`src/rtl/usb_tx_pkg.sv`:
```
// Shared types and constants for the USB transmit sequencer.
// State encodings double as the phase code driven to the packet compiler.
package usb_tx_pkg;

   typedef enum logic [2:0] {
      ST_IDLE      = 3'd0,
      ST_SYNC      = 3'd1,
      ST_PID       = 3'd2,
      ST_DATA      = 3'd3,
      ST_CRC       = 3'd4,
      ST_EOP       = 3'd5,
      ST_WAIT_DONE = 3'd6,
      ST_ERROR     = 3'd7
   } tx_state_t;

   localparam logic [3:0] PID_DATA0 = 4'b0011;
   localparam logic [3:0] PID_DATA1 = 4'b1011;
   localparam logic [3:0] PID_ACK   = 4'b0010;
   localparam logic [3:0] PID_NAK   = 4'b1010;
   localparam logic [3:0] PID_STALL = 4'b1110;

   localparam logic [2:0] REQ_NONE  = 3'd0;
   localparam logic [2:0] REQ_DATA0 = 3'd1;
   localparam logic [2:0] REQ_DATA1 = 3'd2;
   localparam logic [2:0] REQ_ACK   = 3'd3;
   localparam logic [2:0] REQ_NAK   = 3'd4;
   localparam logic [2:0] REQ_STALL = 3'd5;

   localparam int unsigned MAX_DATA_BYTES_DEF = 32'd64;

   function automatic logic [3:0] pid_of(input logic [2:0] req);
      logic [3:0] pid;
      case (req)
         REQ_DATA0: pid = PID_DATA0;
         REQ_DATA1: pid = PID_DATA1;
         REQ_ACK:   pid = PID_ACK;
         REQ_NAK:   pid = PID_NAK;
         REQ_STALL: pid = PID_STALL;
         default:   pid = 4'b0000;
      endcase
      return pid;
   endfunction

   function automatic logic is_data_req(input logic [2:0] req);
      return (req == REQ_DATA0) || (req == REQ_DATA1);
   endfunction

endpackage

```
`src/rtl/usb_tx_watchdog.sv`:
```
// Packet watchdog: counts enabled cycles and emits a single timeout pulse
// once TIMEOUT_CYCLES enabled cycles have been seen since the last clear.
module usb_tx_watchdog #(
   parameter int unsigned TIMEOUT_CYCLES = 32'd4800
) (
   input  logic clk,
   input  logic n_rst,
   input  logic clear,
   input  logic enable,
   output logic timeout
);

   localparam int unsigned CW = $clog2(TIMEOUT_CYCLES + 32'd1);
   localparam logic [CW-1:0] LAST  = CW'(TIMEOUT_CYCLES - 32'd1);
   localparam logic [CW-1:0] LIMIT = CW'(TIMEOUT_CYCLES);
   localparam logic [CW-1:0] ONE   = CW'(1);

   logic [CW-1:0] count_r;
   logic          timeout_r;

   // Saturating counter so the timeout fires exactly once per packet
   always_ff @(posedge clk or negedge n_rst) begin
      if (!n_rst) begin
         count_r   <= '0;
         timeout_r <= 1'b0;
      end else if (clear) begin
         count_r   <= '0;
         timeout_r <= 1'b0;
      end else if (enable) begin
         count_r   <= (count_r == LIMIT) ? count_r : count_r + ONE;
         timeout_r <= (count_r == LAST);
      end else begin
         count_r   <= count_r;
         timeout_r <= 1'b0;
      end
   end

   assign timeout = timeout_r;

endmodule

```
`src/rtl/usb_tx_sequencer.sv`:
```
// USB transmit control FSM: accepts a request, walks the compiler phases and
// launches the serializer. Optional watchdog under USB_TX_SEQ_WATCHDOG_EN.
module usb_tx_sequencer
   import usb_tx_pkg::*;
#(
   parameter int unsigned TIMEOUT_CYCLES = 32'd4800,
   parameter int unsigned MAX_DATA_BYTES = MAX_DATA_BYTES_DEF
) (
   input  logic       clk,
   input  logic       n_rst,
   input  logic [2:0] TX_Packet,
   input  logic [6:0] Buffer_Occupancy,
   input  logic       packet_load_complete_TX,
   input  logic       tx_done,
   output logic [2:0] c_state_TX,
   output logic [3:0] pID,
   output logic       tx_ack,
   output logic       start_shift,
   output logic       TX_Transfer_Active,
   output logic       TX_Error
);

   tx_state_t  state_r, base_state_s, state_s;
   logic       hs_r, hs_s, zlp_r, zlp_s;
   logic [3:0] pid_r, pid_base_s, pid_s;
   logic       ack_r, ack_s, start_r, base_start_s, start_s;
   logic       active_r, active_base_s, active_s, err_r, err_s;
   logic       req_legal_s, req_data_s, oversize_s, wdog_fire_s;

   assign req_legal_s = TX_Packet inside {[REQ_DATA0:REQ_STALL]};
   assign req_data_s  = is_data_req(TX_Packet);
   assign oversize_s  = 32'(Buffer_Occupancy) > MAX_DATA_BYTES;

   // Next-state and next-output decode
   always_comb begin
      base_state_s  = state_r;
      hs_s          = hs_r;
      zlp_s         = zlp_r;
      pid_base_s    = pid_r;
      active_base_s = active_r;
      ack_s         = 1'b0;
      base_start_s  = 1'b0;
      err_s         = 1'b0;
      case (state_r)
         ST_IDLE: begin
            if (req_legal_s) begin
               ack_s         = 1'b1;
               active_base_s = 1'b1;
               pid_base_s    = pid_of(TX_Packet);
               hs_s          = ~req_data_s;
               zlp_s         = (Buffer_Occupancy == 7'd0);
               base_state_s  = (req_data_s && oversize_s) ? ST_ERROR : ST_SYNC;
            end else if (TX_Packet != REQ_NONE) begin
               base_state_s = ST_ERROR;
            end else begin
               base_state_s = ST_IDLE;
            end
         end
         ST_SYNC: base_state_s = ST_PID;
         ST_PID: begin
            if (hs_r) begin
               base_state_s = ST_EOP;
            end else if (zlp_r) begin
               base_state_s = ST_CRC;
            end else begin
               base_state_s = ST_DATA;
            end
         end
         ST_DATA: base_state_s = packet_load_complete_TX ? ST_CRC : ST_DATA;
         ST_CRC:  base_state_s = ST_EOP;
         ST_EOP: begin
            base_start_s = 1'b1;
            base_state_s = ST_WAIT_DONE;
         end
         ST_WAIT_DONE: base_state_s = tx_done ? ST_IDLE : ST_WAIT_DONE;
         ST_ERROR: begin
            err_s        = 1'b1;
            base_state_s = ST_IDLE;
         end
         default: base_state_s = ST_IDLE;
      endcase
   end

   // A watchdog expiry overrides whatever the phase logic wanted
   assign state_s  = wdog_fire_s ? ST_ERROR : base_state_s;
   assign start_s  = base_start_s & ~wdog_fire_s;
   assign active_s = (state_s == ST_IDLE) ? 1'b0 : active_base_s;
   assign pid_s    = (state_s == ST_IDLE) ? 4'b0000 : pid_base_s;

   // State and output registers
   always_ff @(posedge clk or negedge n_rst) begin
      if (!n_rst) begin
         state_r  <= ST_IDLE;
         hs_r     <= 1'b0;
         zlp_r    <= 1'b0;
         pid_r    <= 4'b0000;
         ack_r    <= 1'b0;
         start_r  <= 1'b0;
         active_r <= 1'b0;
         err_r    <= 1'b0;
      end else begin
         state_r  <= state_s;
         hs_r     <= hs_s;
         zlp_r    <= zlp_s;
         pid_r    <= pid_s;
         ack_r    <= ack_s;
         start_r  <= start_s;
         active_r <= active_s;
         err_r    <= err_s;
      end
   end

`ifdef USB_TX_SEQ_WATCHDOG_EN
   logic wdog_clear_s, wdog_en_s, wdog_timeout_s;

   assign wdog_clear_s = (state_r == ST_IDLE);
   assign wdog_en_s    = (state_r != ST_IDLE) && (state_r != ST_ERROR);
   assign wdog_fire_s  = wdog_timeout_s && wdog_en_s;

   usb_tx_watchdog #(.TIMEOUT_CYCLES(TIMEOUT_CYCLES)) u_wdog (
      .clk     (clk),
      .n_rst   (n_rst),
      .clear   (wdog_clear_s),
      .enable  (wdog_en_s),
      .timeout (wdog_timeout_s)
   );
`else
   logic [31:0] unused_timeout_s;
   assign unused_timeout_s = TIMEOUT_CYCLES;
   assign wdog_fire_s      = 1'b0;
`endif

   assign c_state_TX         = state_r;
   assign pID                = pid_r;
   assign tx_ack             = ack_r;
   assign start_shift        = start_r;
   assign TX_Transfer_Active = active_r;
   assign TX_Error           = err_r;

endmodule
```
`config.mk`:
```
export PLATFORM = sky130hd
export DESIGN_NAME = usb_tx_sequencer
export DESIGN_NICKNAME = d
export VERILOG_FILES = /design/src/rtl/usb_tx_pkg.sv /design/src/rtl/usb_tx_watchdog.sv /design/src/rtl/usb_tx_sequencer.sv
export SDC_FILE = /design/constraint.sdc
export NUM_CORES = 1
export LEC_CHECK = 0
export ABC_AREA = 1
export BUFFER_PORTS_ARGS = -buffer_cell sky130_fd_sc_hd__buf_2
export CAP_MARGIN = 20
export CORE_MARGIN = 2
export CORE_UTILIZATION = 50
export CTS_CLUSTER_DIAMETER = 30
export CTS_CLUSTER_SIZE = 24
export DETAILED_ROUTE_END_ITERATION = 12
export GPL_ROUTABILITY_DRIVEN = 0
export PLACE_DENSITY = 0.82
export RECOVER_POWER = 25
export SYNTH_ARGS = -nofsm -noshare
export SYNTH_HDL_FRONTEND = slang
export SYNTH_SLANG_ARGS = --single-unit
```
`constraint.sdc`:
```
create_clock -name clk -period 3.9 [get_ports clk]
set_input_delay 0.78 -clock clk [delete_from_list [all_inputs] [get_ports clk]]
set_output_delay 0.78 -clock clk [all_outputs]
set_load 0.05 [all_outputs]
```
==> results of run 1 <==
==> cells by family after synthesis <==
kind of cell | after synthesis
buffers and inverters | 10
and+or+nand+nor | 55
AOI/OAI and AO/OA | 8
DFF | 13
==> cells in the final DEF, fill, tap and decap left out, drive strengths merged <==
cell / instances
buf: 23
inv: 10
nor2: 20
o21ai: 4
clkbuf: 5
nand4: 2
nand3: 9
nor3: 3
o41ai: 1
nand2: 21
dfrtp: 13
o211ai: 2
a21oi: 1
==> worst reg2reg max path: cells and delay by family (launching register included) <==
kind            cells  cell delay, ns
flops               1            0.48
simple gates        6            0.61
compound gates      2            0.23
==> how the worst max path moves through the flow <==
stage	start	to	slack (ns)	cells past startpoint
global placement	TX_Packet[1]	pID[3]	2.12	9
detailed placement	TX_Packet[1]	pID[0]	2.07	10
global route	c_state_TX[2]	c_state_TX[2]	1.96	1
CTS	c_state_TX[2]	c_state_TX[2]	2.02	1
floorplan	c_state_TX[0]	pID[2]	2.33	9
finish	c_state_TX[2]	c_state_TX[2]	2.01	1
==> report_power, final <==
group	leakage [uW]	total, uW	internal (uW)	switching, uW
registers	0.000168	232	188	44.5
logic	0.000284	451	114	337
clock network	0.0000150	85.2	39.8	45.5
total	0.000467	768	341	427
==> cell usage after synthesis, types with 2 or more instances <==
cell	n	area, um2
nand3_1	6	30.0
o211ai_1	2	15.0
nand2_1	17	63.8
nor2_2	3	18.8
nand3_2	3	30.0
inv_1	6	22.5
dfrtp_1	13	325
inv_2	4	15.0
nor3_1	3	15.0
o21ai_0	4	20.0
nand2_2	4	25.0
nor2_1	16	60.1
==> layer usage <==
layer / vias up / part of all wire (%)
li1: 338 / -
met1: 313 / 41
met2: 32 / 49
met3: 5 / 7.2
met4: 0 / 2.7
met5: - / 0
==> layout make-up <==
type                       count  area (um2)  share of cell area, %
clock buffer                   4        26.3                   3.10
inverter                      10        37.5                   4.42
multi-input combinational     63         322                   37.9
sequential                    13         325                   38.3
tap                           15        18.8                   2.21
timing repair buffer          24         119                   14.0
==> registers in the layout, indices dropped and copies added (netlist names) <==
signal	cells
c_state_TX	3
pID	4
zlp_r	1
TX_Error	1
start_shift	1
tx_ack	1
TX_Transfer_Active	1
hs_r	1
==> stage by stage <==
step	power (uW)	util [%]	hold WS, ns
2_1_floorplan	582	-	0.484
3_3_place_gp	672	64.1	0.499
3_5_place_dp	684	64.1	0.509
4_1_cts	769	66.1	0.377
5_1_grt	824	66.0	0.560
6_report	768	66.0	0.502
==> flow_summary.yaml, run 1 <==
synthesis:
  yosysWarnings: 0
  yosys.area_share.adder_pct: 0
  async_flop_share_pct: 100
  synthCells: 86
  synth_edf_count: 0
  ys_seq_elements: 13
  avgSynthCellArea_um2: 7.96
  synthXorXnorAreaFrac_pct: 0
  synth_cell_types: 17
  synthesis.nets: 100
  synth_seq_area_share_pct: 47.5
  synth-main-ff-cell: "dfrtp_1"
  synth_compound_area_share_pct: 7.13
  syn-cell-area_um2: 684
  synthMuxAreaShare_pct: 0
  synth-simple-area-share_pct: 39.9
  synth_top_family_by_area: "simple AND/OR/NAND/NOR gates"
timing:
  hold_violations: 0
  clock.fmax_mhz: 529
  setup_violations: 0
  tightestPinTransition_ns: 0.684
  maxSlewViolCount: 0
  worst_slack_ns: 2.01
  slew_headroom_pct: 54.4
  tns_ns: 0
  clock-skew-final_ns: 0.00553
  rsz0062_at_grt: "false"
  period_share_pct: 48.5
  fin_crit_ns: 1.89
place:
  hpwl_um: 1160
  dp_cells: 125
  place_ws_ns: 2.07
  place_area_um2: 823
  port_buffers: 24
global_routing:
  top_usage_layer: "met2"
  track_usage_pct: 21.4
  grt_max_degree: 14
  met3_usage_pct: 6.52
  grt_remaining_overflow: 0
  grt_pass1_vias: 530
  grt_pass1_wl_um: 2240
  use_met2_pct: 34.8
  antenna_found_initial: 0
  met1_usage_pct: 24.3
route:
  routedWlPerCell_um: 11.5
  drtIter0Drc: 16
  drc_errors: 0
  firstDrtPassIters: 4
  vias: 688
  ant_nets: 0
  viasPerCell: 5.33
  wl_um: 1490
die:
  num_rows: 13
  fp.coreArea_mm2: 0.00128
  die_height_um: 41.0
  die-area_mm2: 0.00168
  die_width_um: 41.0
  initial_core_util_pct: 53.3
  boundaryPins: 25
setup_path:
  path_class: "reg2out"
  critPathBufInv: 1
  reg2reg_slack_ns: 2.48
  cp.required_ns: 3.12
  slowest_stage: "dfrtp_1"
  cp-end-kind: "output pin"
  cp_max_fo: 8
  r2r_start: "c_state_TX[2]"
  reg2reg_to: "pID[3]"
  crit_chain: "buf_2"
  max_stage_delay_ns: 0.50
  cpLargestDelayFamily: "flip-flops"
  arrival_ns: 1.11
  critPathLaunchType: "flip-flop"
  r2r_cells: 8
clock_network:
  tritoncts: "built"
  cts_sinks: 13
  clk_pin_slew_ns: 0.08
  htree_num_levels: 1
  post_cts_buffers: 0
  worstSkewPairLatency_ns: 0.28
  root_buffer: "clkbuf_4"
  clock_tree.buffer_depth: 2
  postCtsHoldBufs: 0
  postCtsResizedCells: 0
  cts_buffers: 3
layout:
  layout.nets: 129
  diodes: 0
  area_growth_syn_to_layout_pct: 23.9
  final_area_um2: 848
  instances_no_fill: 129
  fillCellCount: 111
  drive_gt1_share_pct: 36.8
power:
  p_per_area_mw_per_mm2: 906
  p_leak_uw: 0.000467
  vdd_ir_drop_max_v: 0.000399
worst_hold_path:
  min_path_type: "in2async"
run_status:
  status: "completed"
run:
  max_cap_viol_count: 0
Power figures use the tool's default switching activity.
==> run 2, diff against run 1 <==
--- a/config.mk
+++ b/config.mk
@@ -9,12 +9,12 @@
 export BUFFER_PORTS_ARGS = -buffer_cell sky130_fd_sc_hd__buf_2
 export CAP_MARGIN = 20
 export CORE_MARGIN = 2
-export CORE_UTILIZATION = 50
+export CORE_UTILIZATION = 46
 export CTS_CLUSTER_DIAMETER = 30
 export CTS_CLUSTER_SIZE = 24
 export DETAILED_ROUTE_END_ITERATION = 12
 export GPL_ROUTABILITY_DRIVEN = 0
-export PLACE_DENSITY = 0.82
+export PLACE_DENSITY = 0.76
 export RECOVER_POWER = 25
 export SYNTH_ARGS = -nofsm -noshare
 export SYNTH_HDL_FRONTEND = slang
==> constraint.sdc (replaced) <==
create_clock -name clk -period 1.9 [get_ports clk]
set_input_delay 0.38 -clock clk [delete_from_list [all_inputs] [get_ports clk]]
set_output_delay 0.38 -clock clk [all_outputs]
set_load 0.05 [all_outputs]
==> run 2 against run 1 <==
Sequential cell count unchanged; die area up 7.8%; total power rose by 100%; clock skew is essentially flat; wire length is 13% lower; hold slack got worse by 0.19 ns; via count decreased by 4.7%; global-route usage is 4.4 points lower; critical path depth did not move; clock power rose by 98%; count of clock-buffer cells in the layout unchanged; sequential share of layout area fell by 0.45 points; largest power group unchanged; highest routed layer unchanged.
==> flow_summary.yaml, run 2 (same netlist as run 1, synthesis figures left out) <==
clock_network:
  htree_num_levels: 1
  postCtsResizedCells: 0
  worstSkewPairLatency_ns: 0.27
  clk_pin_slew_ns: 0.08
  clock_tree.buffer_depth: 2
  tritoncts: "built"
  cts_sinks: 13
  root_buffer: "clkbuf_4"
  cts_buffers: 3
route:
  drtIter0Drc: 4
  ant_nets: 0
  drc_errors: 0
  routedWlPerCell_um: 10.0
  viasPerCell: 5.05
  firstDrtPassIters: 4
  wl_um: 1300
  vias: 656
die:
  die-area_mm2: 0.00181
  num_rows: 13
  die_height_um: 42.6
  boundaryPins: 25
  die_width_um: 42.6
  fp.coreArea_mm2: 0.00135
  initial_core_util_pct: 50.7
layout:
  layout.nets: 130
  layout_common_cells: "buf_2 (23), nand2_1 (17), nor2_1 (16)"
  area_growth_syn_to_layout_pct: 25.4
  final_area_um2: 858
  fillCellCount: 126
  final_common_cell: "buf_2"
  largest_reg_flops: 4
  diodes: 0
  drive_gt1_share_pct: 36.5
timing:
  rsz0062_at_grt: "false"
  worst_slack_ns: 0.418
  maxSlewViolCount: 0
  slew_headroom_pct: 53.5
  fin_crit_ns: 1.48
  clock.fmax_mhz: 675
  hold_violations: 0
  tns_ns: 0
  period_share_pct: 78.0
  tightestPinTransition_ns: 0.697
  setup_violations: 0
  clock-skew-final_ns: 0.00533
setup_path:
  cpLargestDelayFamily: "flip-flops"
  crit_start: "c_state_TX[2]"
  cp-end-kind: "output pin"
  r2r_start: "c_state_TX[1]"
  slowest_stage: "dfrtp_1"
  arrival_ns: 1.10
  cp.required_ns: 1.52
  cp_max_fo: 8
  critPathLaunchType: "flip-flop"
  max_stage_delay_ns: 0.51
  crit_chain: "buf_2"
  critPathBufInv: 1
  path_class: "reg2out"
global_routing:
  grt_pass1_vias: 576
  grt_pass1_wl_um: 2350
  grt_remaining_overflow: 0
  grt_max_degree: 14
  antenna_found_initial: 0
  track_usage_pct: 17.0
power:
  p_leak_uw: 0.000471
  sw_frac_of_total_pct: 54.8
  internal_power_uw: 701
  p_sw_uw: 850
  clock_power_share_pct: 10.9
  seq_power_share_pct: 30.4
  p_per_area_mw_per_mm2: 1810
  vdd_ir_drop_max_v: 0.000908
  power_frac_comb_pct: 58.7
place:
  hpwl_um: 1060
  place_ws_ns: 0.499
  port_buffers: 24
  place_area_um2: 823
run_status:
  status: "completed"
worst_hold_path:
  min_path_type: "in2reg"
  worstHoldStart: "Buffer_Occupancy[6]"
run:
  max_cap_viol_count: 0
-- run 2: per-layer routing --
metal | vias up | global-route usage [%] | part of all wire [%]
met5 | - | 0 | 0
met4 | 0 | 5.63 | 1.4
met3 | 2 | 3.88 | 5.6
met2 | 22 | 26.8 | 44
met1 | 292 | 22.9 | 49
li1 | 340 | - | -
-- run 2: area by class of cell --
cell class                 instances  area, um2  share of cell area (%)
sequential                        13        325                    37.9
timing repair buffer              25        129                    15.0
tap                               15       18.8                    2.19
inverter                          10       37.5                    4.37
multi-input combinational         63        322                    37.5
clock buffer                       4       26.3                    3.06
-- run 2: path summary, 6_finish.rpt --
check                                end  slack (ns)  depth (start not counted)
setup / recovery           c_state_TX[2]        0.42                          1
hold / removal                     zlp_r        0.31                          2
setup reg to reg                  pID[0]        0.51                          8
hold reg to reg                   pID[1]        0.52                          2
max in group asynchronous         pID[3]        0.79                          2
min in group asynchronous  c_state_TX[1]        0.66                          2
-- run 2: per-stage QoR --
step	hold WS (ns)	util [%]	total power, uW	std cells
floorplan	0.0844	-	1190	86
global placement	0.280	61.0	1380	125
detailed placement	0.284	61.0	1390	125
CTS	0.301	63.7	1570	130
global route	0.308	63.6	1670	130
finish	0.308	63.6	1550	130
-- run 2: power groups by stage --
stage	logic [uW]	registers (uW)	clock network, uW
after detailed placement	913	480	0
after floorplan	400	794	0
after CTS	919	474	172
after global placement	904	478	0
after global routing	991	491	187
final	911	472	169
-- run 2: timing repair --
item                                   in CTS  in global routing
hold buffers                                1                  0
endpoints found under the hold margin      13                  0
buffers inserted                            0                  0
==> run 3, diff against run 2 <==
==> constraint.sdc (replaced) <==
create_clock -name clk -period 1.5 [get_ports clk]
set_input_delay 0.3 -clock clk [delete_from_list [all_inputs] [get_ports clk]]
set_output_delay 0.3 -clock clk [all_outputs]
set_load 0.05 [all_outputs]
==> run 3 against run 2 <==
First-iteration DRC count grew to 3.0 times the previous value; sequential cell count is the same; die area is the same; worst setup slack lost 0.32 ns; cell area grew 2.2%; final cell count grew 1.5%; register-to-register slack lost 0.41 ns; clock skew shrank 0.0015 ns; wire length grew 9.4%.
==> flow_summary.yaml, run 3 (same netlist as run 1, synthesis figures left out) <==
run_status:
  status: "completed"
place:
  port_buffers: 24
  place_area_um2: 827
  hpwl_um: 1140
global_routing:
  antenna_found_initial: 0
  grt_pass1_vias: 637
  grt_remaining_overflow: 0
  track_usage_pct: 18.9
  grt_pass1_wl_um: 2590
  grt_max_degree: 14
clock_network:
  cts_sinks: 13
  tritoncts: "built"
  htree_num_levels: 1
  worstSkewPairLatency_ns: 0.27
  clock_tree.buffer_depth: 2
  root_buffer: "clkbuf_4"
  clk_pin_slew_ns: 0.08
  cts_buffers: 3
  postCtsResizedCells: 0
route:
  wl_um: 1420
  routedWlPerCell_um: 10.8
  drtIter0Drc: 12
  ant_nets: 0
  firstDrtPassIters: 4
  viasPerCell: 4.97
  vias: 656
  drc_errors: 0
layout:
  fin_util_pct: 65.0
  final_area_um2: 877
  layout.nets: 132
  multi_input_area_um2: 322
  final_common_cell: "buf_2"
  layout_common_cells: "buf_2 (23), nand2_1 (17), nor2_1 (16)"
  diodes: 0
  largest_reg_flops: 4
  drive_gt1_share_pct: 40.2
  regArea_um2: 329
  area_growth_syn_to_layout_pct: 28.2
  fillCellCount: 121
run:
  max_cap_viol_count: 0
worst_hold_path:
  min_path_type: "in2reg"
die:
  num_rows: 13
  die-area_mm2: 0.00181
  initial_core_util_pct: 50.7
  boundaryPins: 25
  die_height_um: 42.6
  fp.coreArea_mm2: 0.00135
  die_width_um: 42.6
setup_path:
  critPathLaunchType: "flip-flop"
  arrival_ns: 1.56
  path_class: "reg2reg"
  cp.required_ns: 1.66
  cp-end-kind: "flip-flop"
  cp_max_fo: 6
power:
  p_per_area_mw_per_mm2: 2310
  report.power.total_uw: 2020
  vdd_ir_drop_max_v: 0.000973
  p_leak_uw: 0.000477
timing:
  slew_headroom_pct: 53.9
  clock-skew-final_ns: 0.00383
  tightestPinTransition_ns: 0.691
  setup_violations: 0
  clock.fmax_mhz: 714
  maxSlewViolCount: 0
  period_share_pct: 93.4
  fin_crit_ns: 1.40
  hold_violations: 0
  tns_ns: 0
-- run 3: cell count changes in the layout (fill, tap and decap cells not counted), sizes merged --
cell	previous run	this run
buf	23	25
-- run 3: layout make-up --
cell class                 count  share of cell area, %
clock buffer                   4                   3.00
inverter                      10                   4.28
multi-input combinational     63                   36.7
sequential                    13                   37.5
tap                           15                   2.14
timing repair buffer          27                   16.4
-- run 3: worst max-delay path, cell delays in order (launching register included) --
cell	delay, ns
dfrtp_2	0.45
inv_2	0.10
nand2_2	0.05
nor2_2	0.15
inv_2	0.09
nor2_4	0.18
nand3_2	0.11
o21ai_0	0.09
nor2_1	0.07
-- run 3: worst paths after layout --
check                                     from  depth (start not counted)  slack, ns             to
max                              c_state_TX[1]                          8        0.1         pID[0]
min                        Buffer_Occupancy[6]                          2       0.23          zlp_r
max reg2reg                      c_state_TX[1]                          8        0.1         pID[0]
min reg2reg                             pID[1]                          2       0.50         pID[1]
max in group asynchronous                n_rst                          2       0.44  c_state_TX[2]
min in group asynchronous                n_rst                          2       0.58    start_shift
-- run 3: where the power goes --
group / total (uW) / switching, uW / internal, uW
sequential: 606 / 110 / 496
clock: 213 / 110 / 103
combinational: 1200 / 880 / 325
total: 2020 / 1100 / 924
-- run 3: what timing repair did --
action,in CTS,in global routing
endpoints found under the hold margin,13,0
endpoints found under the setup margin,0,1
buffers inserted,0,2
hold buffers,1,0
-- run 3: per-stage QoR --
stage / cells / setup WS [ns] / hold slack [ns]
2_1_floorplan: 86 / 0.103 / 0.00441
3_3_place_gp: 125 / 0.132 / 0.194
3_5_place_dp: 125 / 0.116 / 0.196
4_1_cts: 130 / 0.0949 / 0.230
5_1_grt: 132 / -0.0260 / 0.250
6_report: 132 / 0.0988 / 0.234
-- run 3: layer usage --
metal | up-vias | routed length (um) | share of wire, % | global-route usage [%]
met1 | 290 | 669 | 47 | 23.9
met4 | 0 | 21 | 1.5 | 10.0
li1 | 341 | - | - | -
met3 | 2 | 69 | 4.8 | 1.29
met5 | - | 0 | 0 | 0
met2 | 23 | 662 | 47 | 31.7
